**src/rtl/pipe_stage_reg.sv**
```systemverilog
// Two-entry pipeline stage register (main + skid) with registered ready,
// synchronous flush that clears control fields, and NOP-on-bubble control output.
module pipe_stage_reg #(
  parameter int CTRL_W = 8,
  parameter int DATA_W = 96
) (
  input  logic              clk_i,
  input  logic              rst_i,
  input  logic              flush_i,
  input  logic              in_valid_i,
  output logic              in_ready_o,
  input  logic [CTRL_W-1:0] ctrl_i,
  input  logic [DATA_W-1:0] data_i,
  output logic              out_valid_o,
  input  logic              out_ready_i,
  output logic [CTRL_W-1:0] ctrl_o,
  output logic [DATA_W-1:0] data_o,
  output logic [1:0]        occupancy_o
);

  // Handshake: a transfer happens on a rising edge where valid and ready are
  // both high; valid never depends on ready, and in_ready_o is a flop so
  // out_ready_i has no combinational path back upstream.

  logic              main_valid_q, main_valid_d;
  logic [CTRL_W-1:0] main_ctrl_q,  main_ctrl_d;
  logic [DATA_W-1:0] main_data_q,  main_data_d;
  logic              skid_valid_q, skid_valid_d;
  logic [CTRL_W-1:0] skid_ctrl_q,  skid_ctrl_d;
  logic [DATA_W-1:0] skid_data_q,  skid_data_d;
  logic              in_ready_q,   in_ready_d;
  logic [1:0]        occupancy_q,  occupancy_d;

  logic accept;
  logic emit;

  always_comb begin
    main_valid_d = main_valid_q;
    main_ctrl_d  = main_ctrl_q;
    main_data_d  = main_data_q;
    skid_valid_d = skid_valid_q;
    skid_ctrl_d  = skid_ctrl_q;
    skid_data_d  = skid_data_q;

    accept = in_valid_i & in_ready_q;
    emit   = main_valid_q & out_ready_i;

    if (flush_i) begin
      // Flush wins over everything; payload is left as-is, only control is zeroed.
      main_valid_d = 1'b0;
      main_ctrl_d  = '0;
      skid_valid_d = 1'b0;
      skid_ctrl_d  = '0;
    end else if (!main_valid_q) begin
      if (accept) begin
        main_valid_d = 1'b1;
        main_ctrl_d  = ctrl_i;
        main_data_d  = data_i;
      end
    end else if (emit) begin
      if (skid_valid_q) begin
        main_valid_d = 1'b1;
        main_ctrl_d  = skid_ctrl_q;
        main_data_d  = skid_data_q;
        skid_valid_d = 1'b0;
        skid_ctrl_d  = '0;
      end else if (accept) begin
        main_valid_d = 1'b1;
        main_ctrl_d  = ctrl_i;
        main_data_d  = data_i;
      end else begin
        main_valid_d = 1'b0;
        main_ctrl_d  = '0;
      end
    end else if (accept) begin
      skid_valid_d = 1'b1;
      skid_ctrl_d  = ctrl_i;
      skid_data_d  = data_i;
    end

    in_ready_d  = ~skid_valid_d;
    occupancy_d = {1'b0, main_valid_d} + {1'b0, skid_valid_d};
  end

  always_ff @(posedge clk_i or posedge rst_i) begin
    if (rst_i) begin
      main_valid_q <= 1'b0;
      main_ctrl_q  <= '0;
      main_data_q  <= '0;
      skid_valid_q <= 1'b0;
      skid_ctrl_q  <= '0;
      skid_data_q  <= '0;
      in_ready_q   <= 1'b1;
      occupancy_q  <= 2'd0;
    end else begin
      main_valid_q <= main_valid_d;
      main_ctrl_q  <= main_ctrl_d;
      main_data_q  <= main_data_d;
      skid_valid_q <= skid_valid_d;
      skid_ctrl_q  <= skid_ctrl_d;
      skid_data_q  <= skid_data_d;
      in_ready_q   <= in_ready_d;
      occupancy_q  <= occupancy_d;
    end
  end

  assign in_ready_o  = in_ready_q;
  assign out_valid_o = main_valid_q;
  assign ctrl_o      = main_ctrl_q;
  assign data_o      = main_data_q;
  assign occupancy_o = occupancy_q;

endmodule

```
**config.mk**
```make
export PLATFORM = sky130hd
export DESIGN_NAME = pipe_stage_reg
export DESIGN_NICKNAME = d
export VERILOG_FILES = /design/src/rtl/pipe_stage_reg.sv
export SDC_FILE = /design/constraint.sdc
export NUM_CORES = 1
export LEC_CHECK = 0
export CAP_MARGIN = 40
export CORE_MARGIN = 1
export CORE_UTILIZATION = 33
export DETAILED_ROUTE_END_ITERATION = 8
export GPL_TIMING_DRIVEN = 0
export SYNTH_ARGS = -nofsm -noshare
export SYNTH_HDL_FRONTEND = slang
export SYNTH_SLANG_ARGS = --single-unit
```
**constraint.sdc**
```tcl
create_clock -name clk_i -period 16 [get_ports clk_i]
set_input_delay 3.2 -clock clk_i [delete_from_list [all_inputs] [get_ports clk_i]]
set_output_delay 3.2 -clock clk_i [all_outputs]
set_load 0.01 [all_outputs]
```
==> impl_metrics.tcl, run 1 <==
set metrics [dict create \
    status "complete, no violations" \
    port_buffers 215 \
    die-width_microns 170 \
    drive_gt1_frac 0.364 \
    path_max_fanout 10 \
    yosysSeqAreaShare 0.574 \
    drv_slew 0 \
    avgSynthCellArea_sq_um 15.5 \
    ios 217 \
    fin_crit_ns 5.01 \
    power.switching_mw 0.402 \
    dp_hpwl_mm 14.4 \
    drc_errors 0 \
    synth_nets 711 \
    start_util 0.335 \
    yosys_warnings 0 \
    grt_pass1_wl_mm 34.1 \
    clk_pin_slew_worst_paths_ns 0.06 \
    fin_crit_sh 0.313 \
    vdd.ir_drop.worst_mv 0.0728 \
    netlist_area_sq_um 9290 \
    critPathMaxStageDelay_ns 0.53 \
    post_cts_buffers 0 \
    clockBufferDepth 3 \
    cts_tree "built" \
    grt.total_usage 0.150 \
    dr.pass1.iters 4 \
    num_rows 61 \
    postRouteAntennaNets 0 \
    final-hold-violation-count 0 \
    cts-buffers-inserted 25 \
    drtIter0Drc 152 \
    critPathArrivalTime_ns 5.40 \
    mostFrequentLayoutCells "mux2_2, clkdlybuf4s50_1, dfrtp_1, mux2_1, clkbuf_16" \
    synth_cells 601 \
    grt-ovfl-total 0 \
    p_leak_nw 5.35 \
    final_common_cell "mux2_2" \
    max_freq_mhz 200 \
    antenna_found_initial 1 \
    cts-root-buf "clkbuf_16" \
    finClkSkew_ns 0.00699 \
    clock-sinks 213 \
    setup_violations 0 \
    dieArea_sq_um 28800 \
    post_cts_resized 0 \
    rsz0062_at_grt "no" \
    hp-class "reg -> reg" \
    internal-power_mw 1.24 \
    critPathCaptureType "flop" \
    worstMarginPinSlew_ns 0.784 \
    slew_headroom 0.477 \
    sequentialPowerShare 0.439 \
    r2r_setup_slack_ns 13.68 \
    nNetsFinal 954 \
    n_antenna_cell 0 \
    worstPathRequired_ns 16.39 \
    p_total_mw 1.64 \
    p_comb_frac 0.212 \
    gp_congestion 0.701 \
    die_y_microns 170 \
    swShare 0.245 \
    routed_via_density 4.64 \
    worstSetupStartpointType "input port" \
    ys_ff_latch 213 \
    cts-hold-fix-buffers 0 \
    fin_tns_setup_ns 0 \
    cts.htree.levels 1 \
    clkPwrFrac 0.349 \
    routed_wl_mm 21.2 \
    num-fill-cells 2511 \
    drv_cap 0 \
    ys_types 29 \
    crit_chain "clkdlybuf4s50_1 -> nand2_1 -> nor3b_4 -> buf_4 -> buf_6 -> mux2_1" \
    core-area_sq_um 27700 \
    crit_buf_inv 3 \
    cp_slowest_cell "nor3b_4" \
    p_per_area_nw_per_um2 128 \
    grt_max_degree 111 \
    vias 5740 \
    clkLatencyLatePin_ns 0.51 \
    crit_family "buffers and inverters" \
    finalCoreUtilization 0.461 \
    first_global_vias 6019 \
    area_growth_pct 37.6 \
    wl_per_cell_microns 17.2 \
    critPathKind "in -> reg" \
]
registers in the layout, indices dropped and copies added (netlist names):
| register | flops |
|---|---|
| data_o | 96 |
| skid_ctrl_q | 8 |
| in_ready_o | 1 |
| ctrl_o | 8 |
| skid_valid_q | 1 |
| skid_data_q | 96 |
| occupancy_o | 2 |
| out_valid_o | 1 |
final timing paths:
kind | start | end | depth (start not counted)
max in group asynchronous | rst_i | skid_data_q[94] | 3
min in group asynchronous | rst_i | data_o[45] | 2
worst max register to register | in_ready_o | skid_data_q[87] | 5
worst min-delay path | skid_data_q[90] | skid_data_q[90] | 1
worst min register to register | skid_data_q[90] | skid_data_q[90] | 1
worst max-delay path | in_valid_i | skid_data_q[87] | 6
power groups by stage:
stage | combinational [mW] | sequential (mW) | clock (mW)
4_1_cts | 0.355 | 0.723 | 0.594
3_5_place_dp | 0.353 | 0.731 | 0
5_1_grt | 0.376 | 0.740 | 0.616
3_3_place_gp | 0.348 | 0.727 | 0
6_report | 0.348 | 0.722 | 0.573
2_1_floorplan | 0.149 | 0.747 | 0
routing by layer:
layer / vias up / track usage / share of wire
li1: 2658 / - / -
met1: 2885 / 0.201 / 0.44
met2: 163 / 0.231 / 0.45
met3: 34 / 0.0533 / 0.091
met4: 0 / 0.0372 / 0.020
met5: - / 0 / 0
synth_stat cells:
| cell | instances | share of area |
|---|---|---|
| buf_2 | 15 | 0.0081 |
| and2_1 | 1 | 0.00067 |
| a2bb2oi_1 | 4 | 0.0038 |
| inv_1 | 3 | 0.0012 |
| and3_1 | 1 | 0.00067 |
| a211oi_4 | 1 | 0.0022 |
| nand2b_1 | 8 | 0.0054 |
| nand2_2 | 1 | 0.00067 |
| buf_6 | 11 | 0.013 |
| nand2_1 | 9 | 0.0036 |
| o21ai_0 | 2 | 0.0011 |
| mux2_1 | 43 | 0.052 |
| mux2_2 | 237 | 0.29 |
| a32o_1 | 1 | 0.0011 |
| and2b_2 | 1 | 0.00094 |
| mux2i_1 | 16 | 0.017 |
| ha_1 | 1 | 0.0013 |
| o31ai_1 | 4 | 0.0032 |
| o2bb2ai_1 | 8 | 0.0075 |
| buf_4 | 5 | 0.0040 |
| dfrtp_1 | 212 | 0.57 |
| clkbuf_1 | 6 | 0.0024 |
| nand3b_1 | 4 | 0.0032 |
| a21oi_1 | 2 | 0.0011 |
| nor2_1 | 1 | 0.00040 |
| o21a_1 | 1 | 0.00081 |
| a211o_1 | 1 | 0.00094 |
| dfstp_2 | 1 | 0.0028 |
| nor3b_4 | 1 | 0.0020 |
per-stage QoR:
step / setup WS (ns) / cells / hold WS (ns) / cell area [sq um]
final: 10.99 / 1238 / 0.476 / 12800
after global routing: 10.83 / 1238 / 0.490 / 12800
after CTS: 10.91 / 1238 / 0.480 / 12800
after detailed placement: 10.37 / 1195 / 0.467 / 12000
after global placement: 3.60 / 1194 / 0.459 / 11900
after floorplan: 6.98 / 601 / 0.448 / 9290
final cells by class:
type                       instances  area, sq um  area share
timing repair buffer             216         2180       0.171
inverter                           3         18.8     0.00147
tap                              378          473      0.0370
multi-input combinational        348         3690       0.289
sequential                       213         5330       0.417
clock buffer                      34          699      0.0547
clock inverter                     9          130      0.0102
buffer                            37          259      0.0203
cell families after synthesis:
kind of cell | count (synthesis) | synth area share
buffers and inverters | 40 | 0.0291
multiplexers | 296 | 0.357
AND/OR/NAND/NOR | 27 | 0.0176
adder cells (fa/ha/maj) | 1 | 0.00135
AO/OA/AOI/OAI | 24 | 0.0217
flip-flops | 213 | 0.574
No activity file was read; power rests on OpenSTA's default activity.
==> run 2, diff against run 1 <==
==> constraint.sdc (replaced) <==
create_clock -name clk_i -period 4.3 [get_ports clk_i]
set_input_delay 0.86 -clock clk_i [delete_from_list [all_inputs] [get_ports clk_i]]
set_output_delay 0.86 -clock clk_i [all_outputs]
set_load 0.01 [all_outputs]
==> run 2 against run 1 <==
Against the previous run: global-route usage grew 0.34 points; via count grew 0.28%; count of clock-buffer cells in the layout grew 6; flip-flop and latch count is the same; critical endpoint is now skid_data_q[84]; sequential power grew to 3.7 times the previous value; non-clock buffer count grew 6; worst hold slack gained 0.0016 ns; sequential share of layout area shrank 0.40 points; largest power group unchanged; setup slack lost 9.3 ns; clock power grew to 3.7 times the previous value; largest cell class unchanged.
==> impl_metrics.tcl, run 2 (synthesized netlist as in run 1, its figures left out) <==
set metrics [dict create \
    wl_per_cell_microns 17.4 \
    hold_depth 1 \
    pre_cts_ws_ns 1.05 \
    dr.pass1.iters 4 \
    antenna_found_initial 1 \
    status "complete, no violations" \
    grt_max_degree 37 \
    core-area_sq_um 27700 \
    final_cell_area_sq_um 12900 \
    hp-start "skid_data_q[92]" \
    hold_end "skid_data_q[92]" \
    drc_errors 0 \
    ios 217 \
    clockBufferDepth 3 \
    p_total_mw 6.13 \
    first_global_vias 6135 \
    clock-sinks 213 \
    nNetsFinal 960 \
    drtIter0Drc 219 \
    clkLatencyLatePin_ns 0.51 \
    cts-hold-fix-buffers 0 \
    crit_chain "clkdlybuf4s50_1 -> nand2_1 -> nor3b_4 -> buf_4 -> buf_6 -> mux2_1" \
    slew_headroom 0.454 \
    grt.total_usage 0.154 \
    gp_congestion 0.703 \
    r2r-start "in_ready_o" \
    start_util 0.335 \
    place_area_sq_um 12100 \
    final-hold-violation-count 0 \
    drv_slew 0 \
    vdd.ir_drop.worst_mv 0.257 \
    stdcell_count 1245 \
    cts_tree "built" \
    worstPathRequired_ns 4.69 \
    fin_crit_ns 2.63 \
    drive_gt1_frac 0.367 \
    routed_wl_mm 21.6 \
    worstSetupStartpointType "input port" \
    max_freq_mhz 380 \
    path_max_fanout 10 \
    mostFrequentLayoutCells "mux2_2, clkdlybuf4s50_1, dfrtp_1, mux2_1, clkbuf_16" \
    finClkSkew_ns 0.00740 \
    setup_violations 0 \
    vias 5756 \
    worstMarginPinSlew_ns 0.819 \
    cts-root-buf "clkbuf_16" \
    cts-buffers-inserted 25 \
    port_buffers 215 \
    cts.htree.levels 1 \
    final_common_cell "mux2_2" \
    fin_ws_ns 1.67 \
    die_y_microns 170 \
    hold_slack_ns 0.478 \
    p_per_area_nw_per_um2 475 \
    dp_cells 1201 \
    cp_slowest_cell "nor3b_4" \
    num-fill-cells 2554 \
    die-width_microns 170 \
    grt_pass1_wl_mm 34.9 \
    num_rows 61 \
    postRouteAntennaNets 0 \
    r2r_cells 5 \
    post_cts_buffers 0 \
    critPathCaptureType "flop" \
    clk_pin_slew_worst_paths_ns 0.06 \
    dp_hpwl_mm 15.2 \
    rsz0062_at_grt "no" \
    area_growth_pct 38.9 \
    p_leak_nw 5.40 \
    drv_cap 0 \
    critPathKind "in -> reg" \
    dieArea_sq_um 28800 \
    hp-class "reg -> reg" \
    n_antenna_cell 0 \
    r2r_setup_slack_ns 2.01 \
    critPathArrivalTime_ns 3.02 \
    post_cts_resized 0 \
    routed_via_density 4.62 \
    critPathMaxStageDelay_ns 0.52 \
    grt-ovfl-total 0 \
    rr_endpoint "skid_data_q[84]" \
    fin_crit_sh 0.612 \
]
[run 2: cell count changes in the layout (fill, tap and decap cells not counted), sizes merged]
cell,change
bufinv,-1
clkbuf,+6
clkinv,-3
buf,+6
inv,-1
[run 2: critical path: cells and delay by family]
| kind | cells | cell delay (ns) |
|---|---|---|
| simple gates | 2 | 0.80 |
| mux | 1 | 0.34 |
| buf+inv | 3 | 1.01 |
[run 2: worst max path at each step]
stage	start	end	slack, ns	cells past startpoint
2_1_floorplan	rst_i	ctrl_o[0]	0.67	1
3_3_place_gp	rst_i	ctrl_o[3]	-1.33	2
6_report	in_valid_i	skid_data_q[84]	1.67	6
5_1_grt	in_valid_i	skid_data_q[85]	1.51	6
3_5_place_dp	in_valid_i	skid_data_q[84]	1.05	6
4_1_cts	in_valid_i	skid_data_q[89]	1.59	6
[run 2: where the power goes]
group	internal [mW]	switching, mW	total [mW]
clock	1.32	0.810	2.13
sequential	2.47	0.217	2.69
combinational	0.842	0.464	1.31
total	4.64	1.49	6.13
[run 2: cell type report]
type	instances	area (sq um)	share of cell area
flip-flops and latches	213	5330	0.413
multi-input cells	348	3690	0.286
clock buffers	40	762	0.0590
plain buffers	37	259	0.0201
well taps	378	473	0.0366
clock inverters	4	73.8	0.00572
inverters	3	15.0	0.00116
repair buffers	222	2300	0.178
[run 2: metrics by stage]
step	utilization	TNS, ns
after global placement	0.430	-279.85
after global routing	0.466	0
after detailed placement	0.436	0
after CTS	0.466	0
after floorplan	-	0
final	0.466	0
[run 2: per-layer routing]
layer | vias up | global-route usage | share of wire
met3 | 32 | 0.0553 | 0.090
li1 | 2661 | - | -
met4 | 2 | 0.0325 | 0.015
met2 | 154 | 0.237 | 0.45
met5 | - | 0 | 0.00055
met1 | 2907 | 0.207 | 0.45
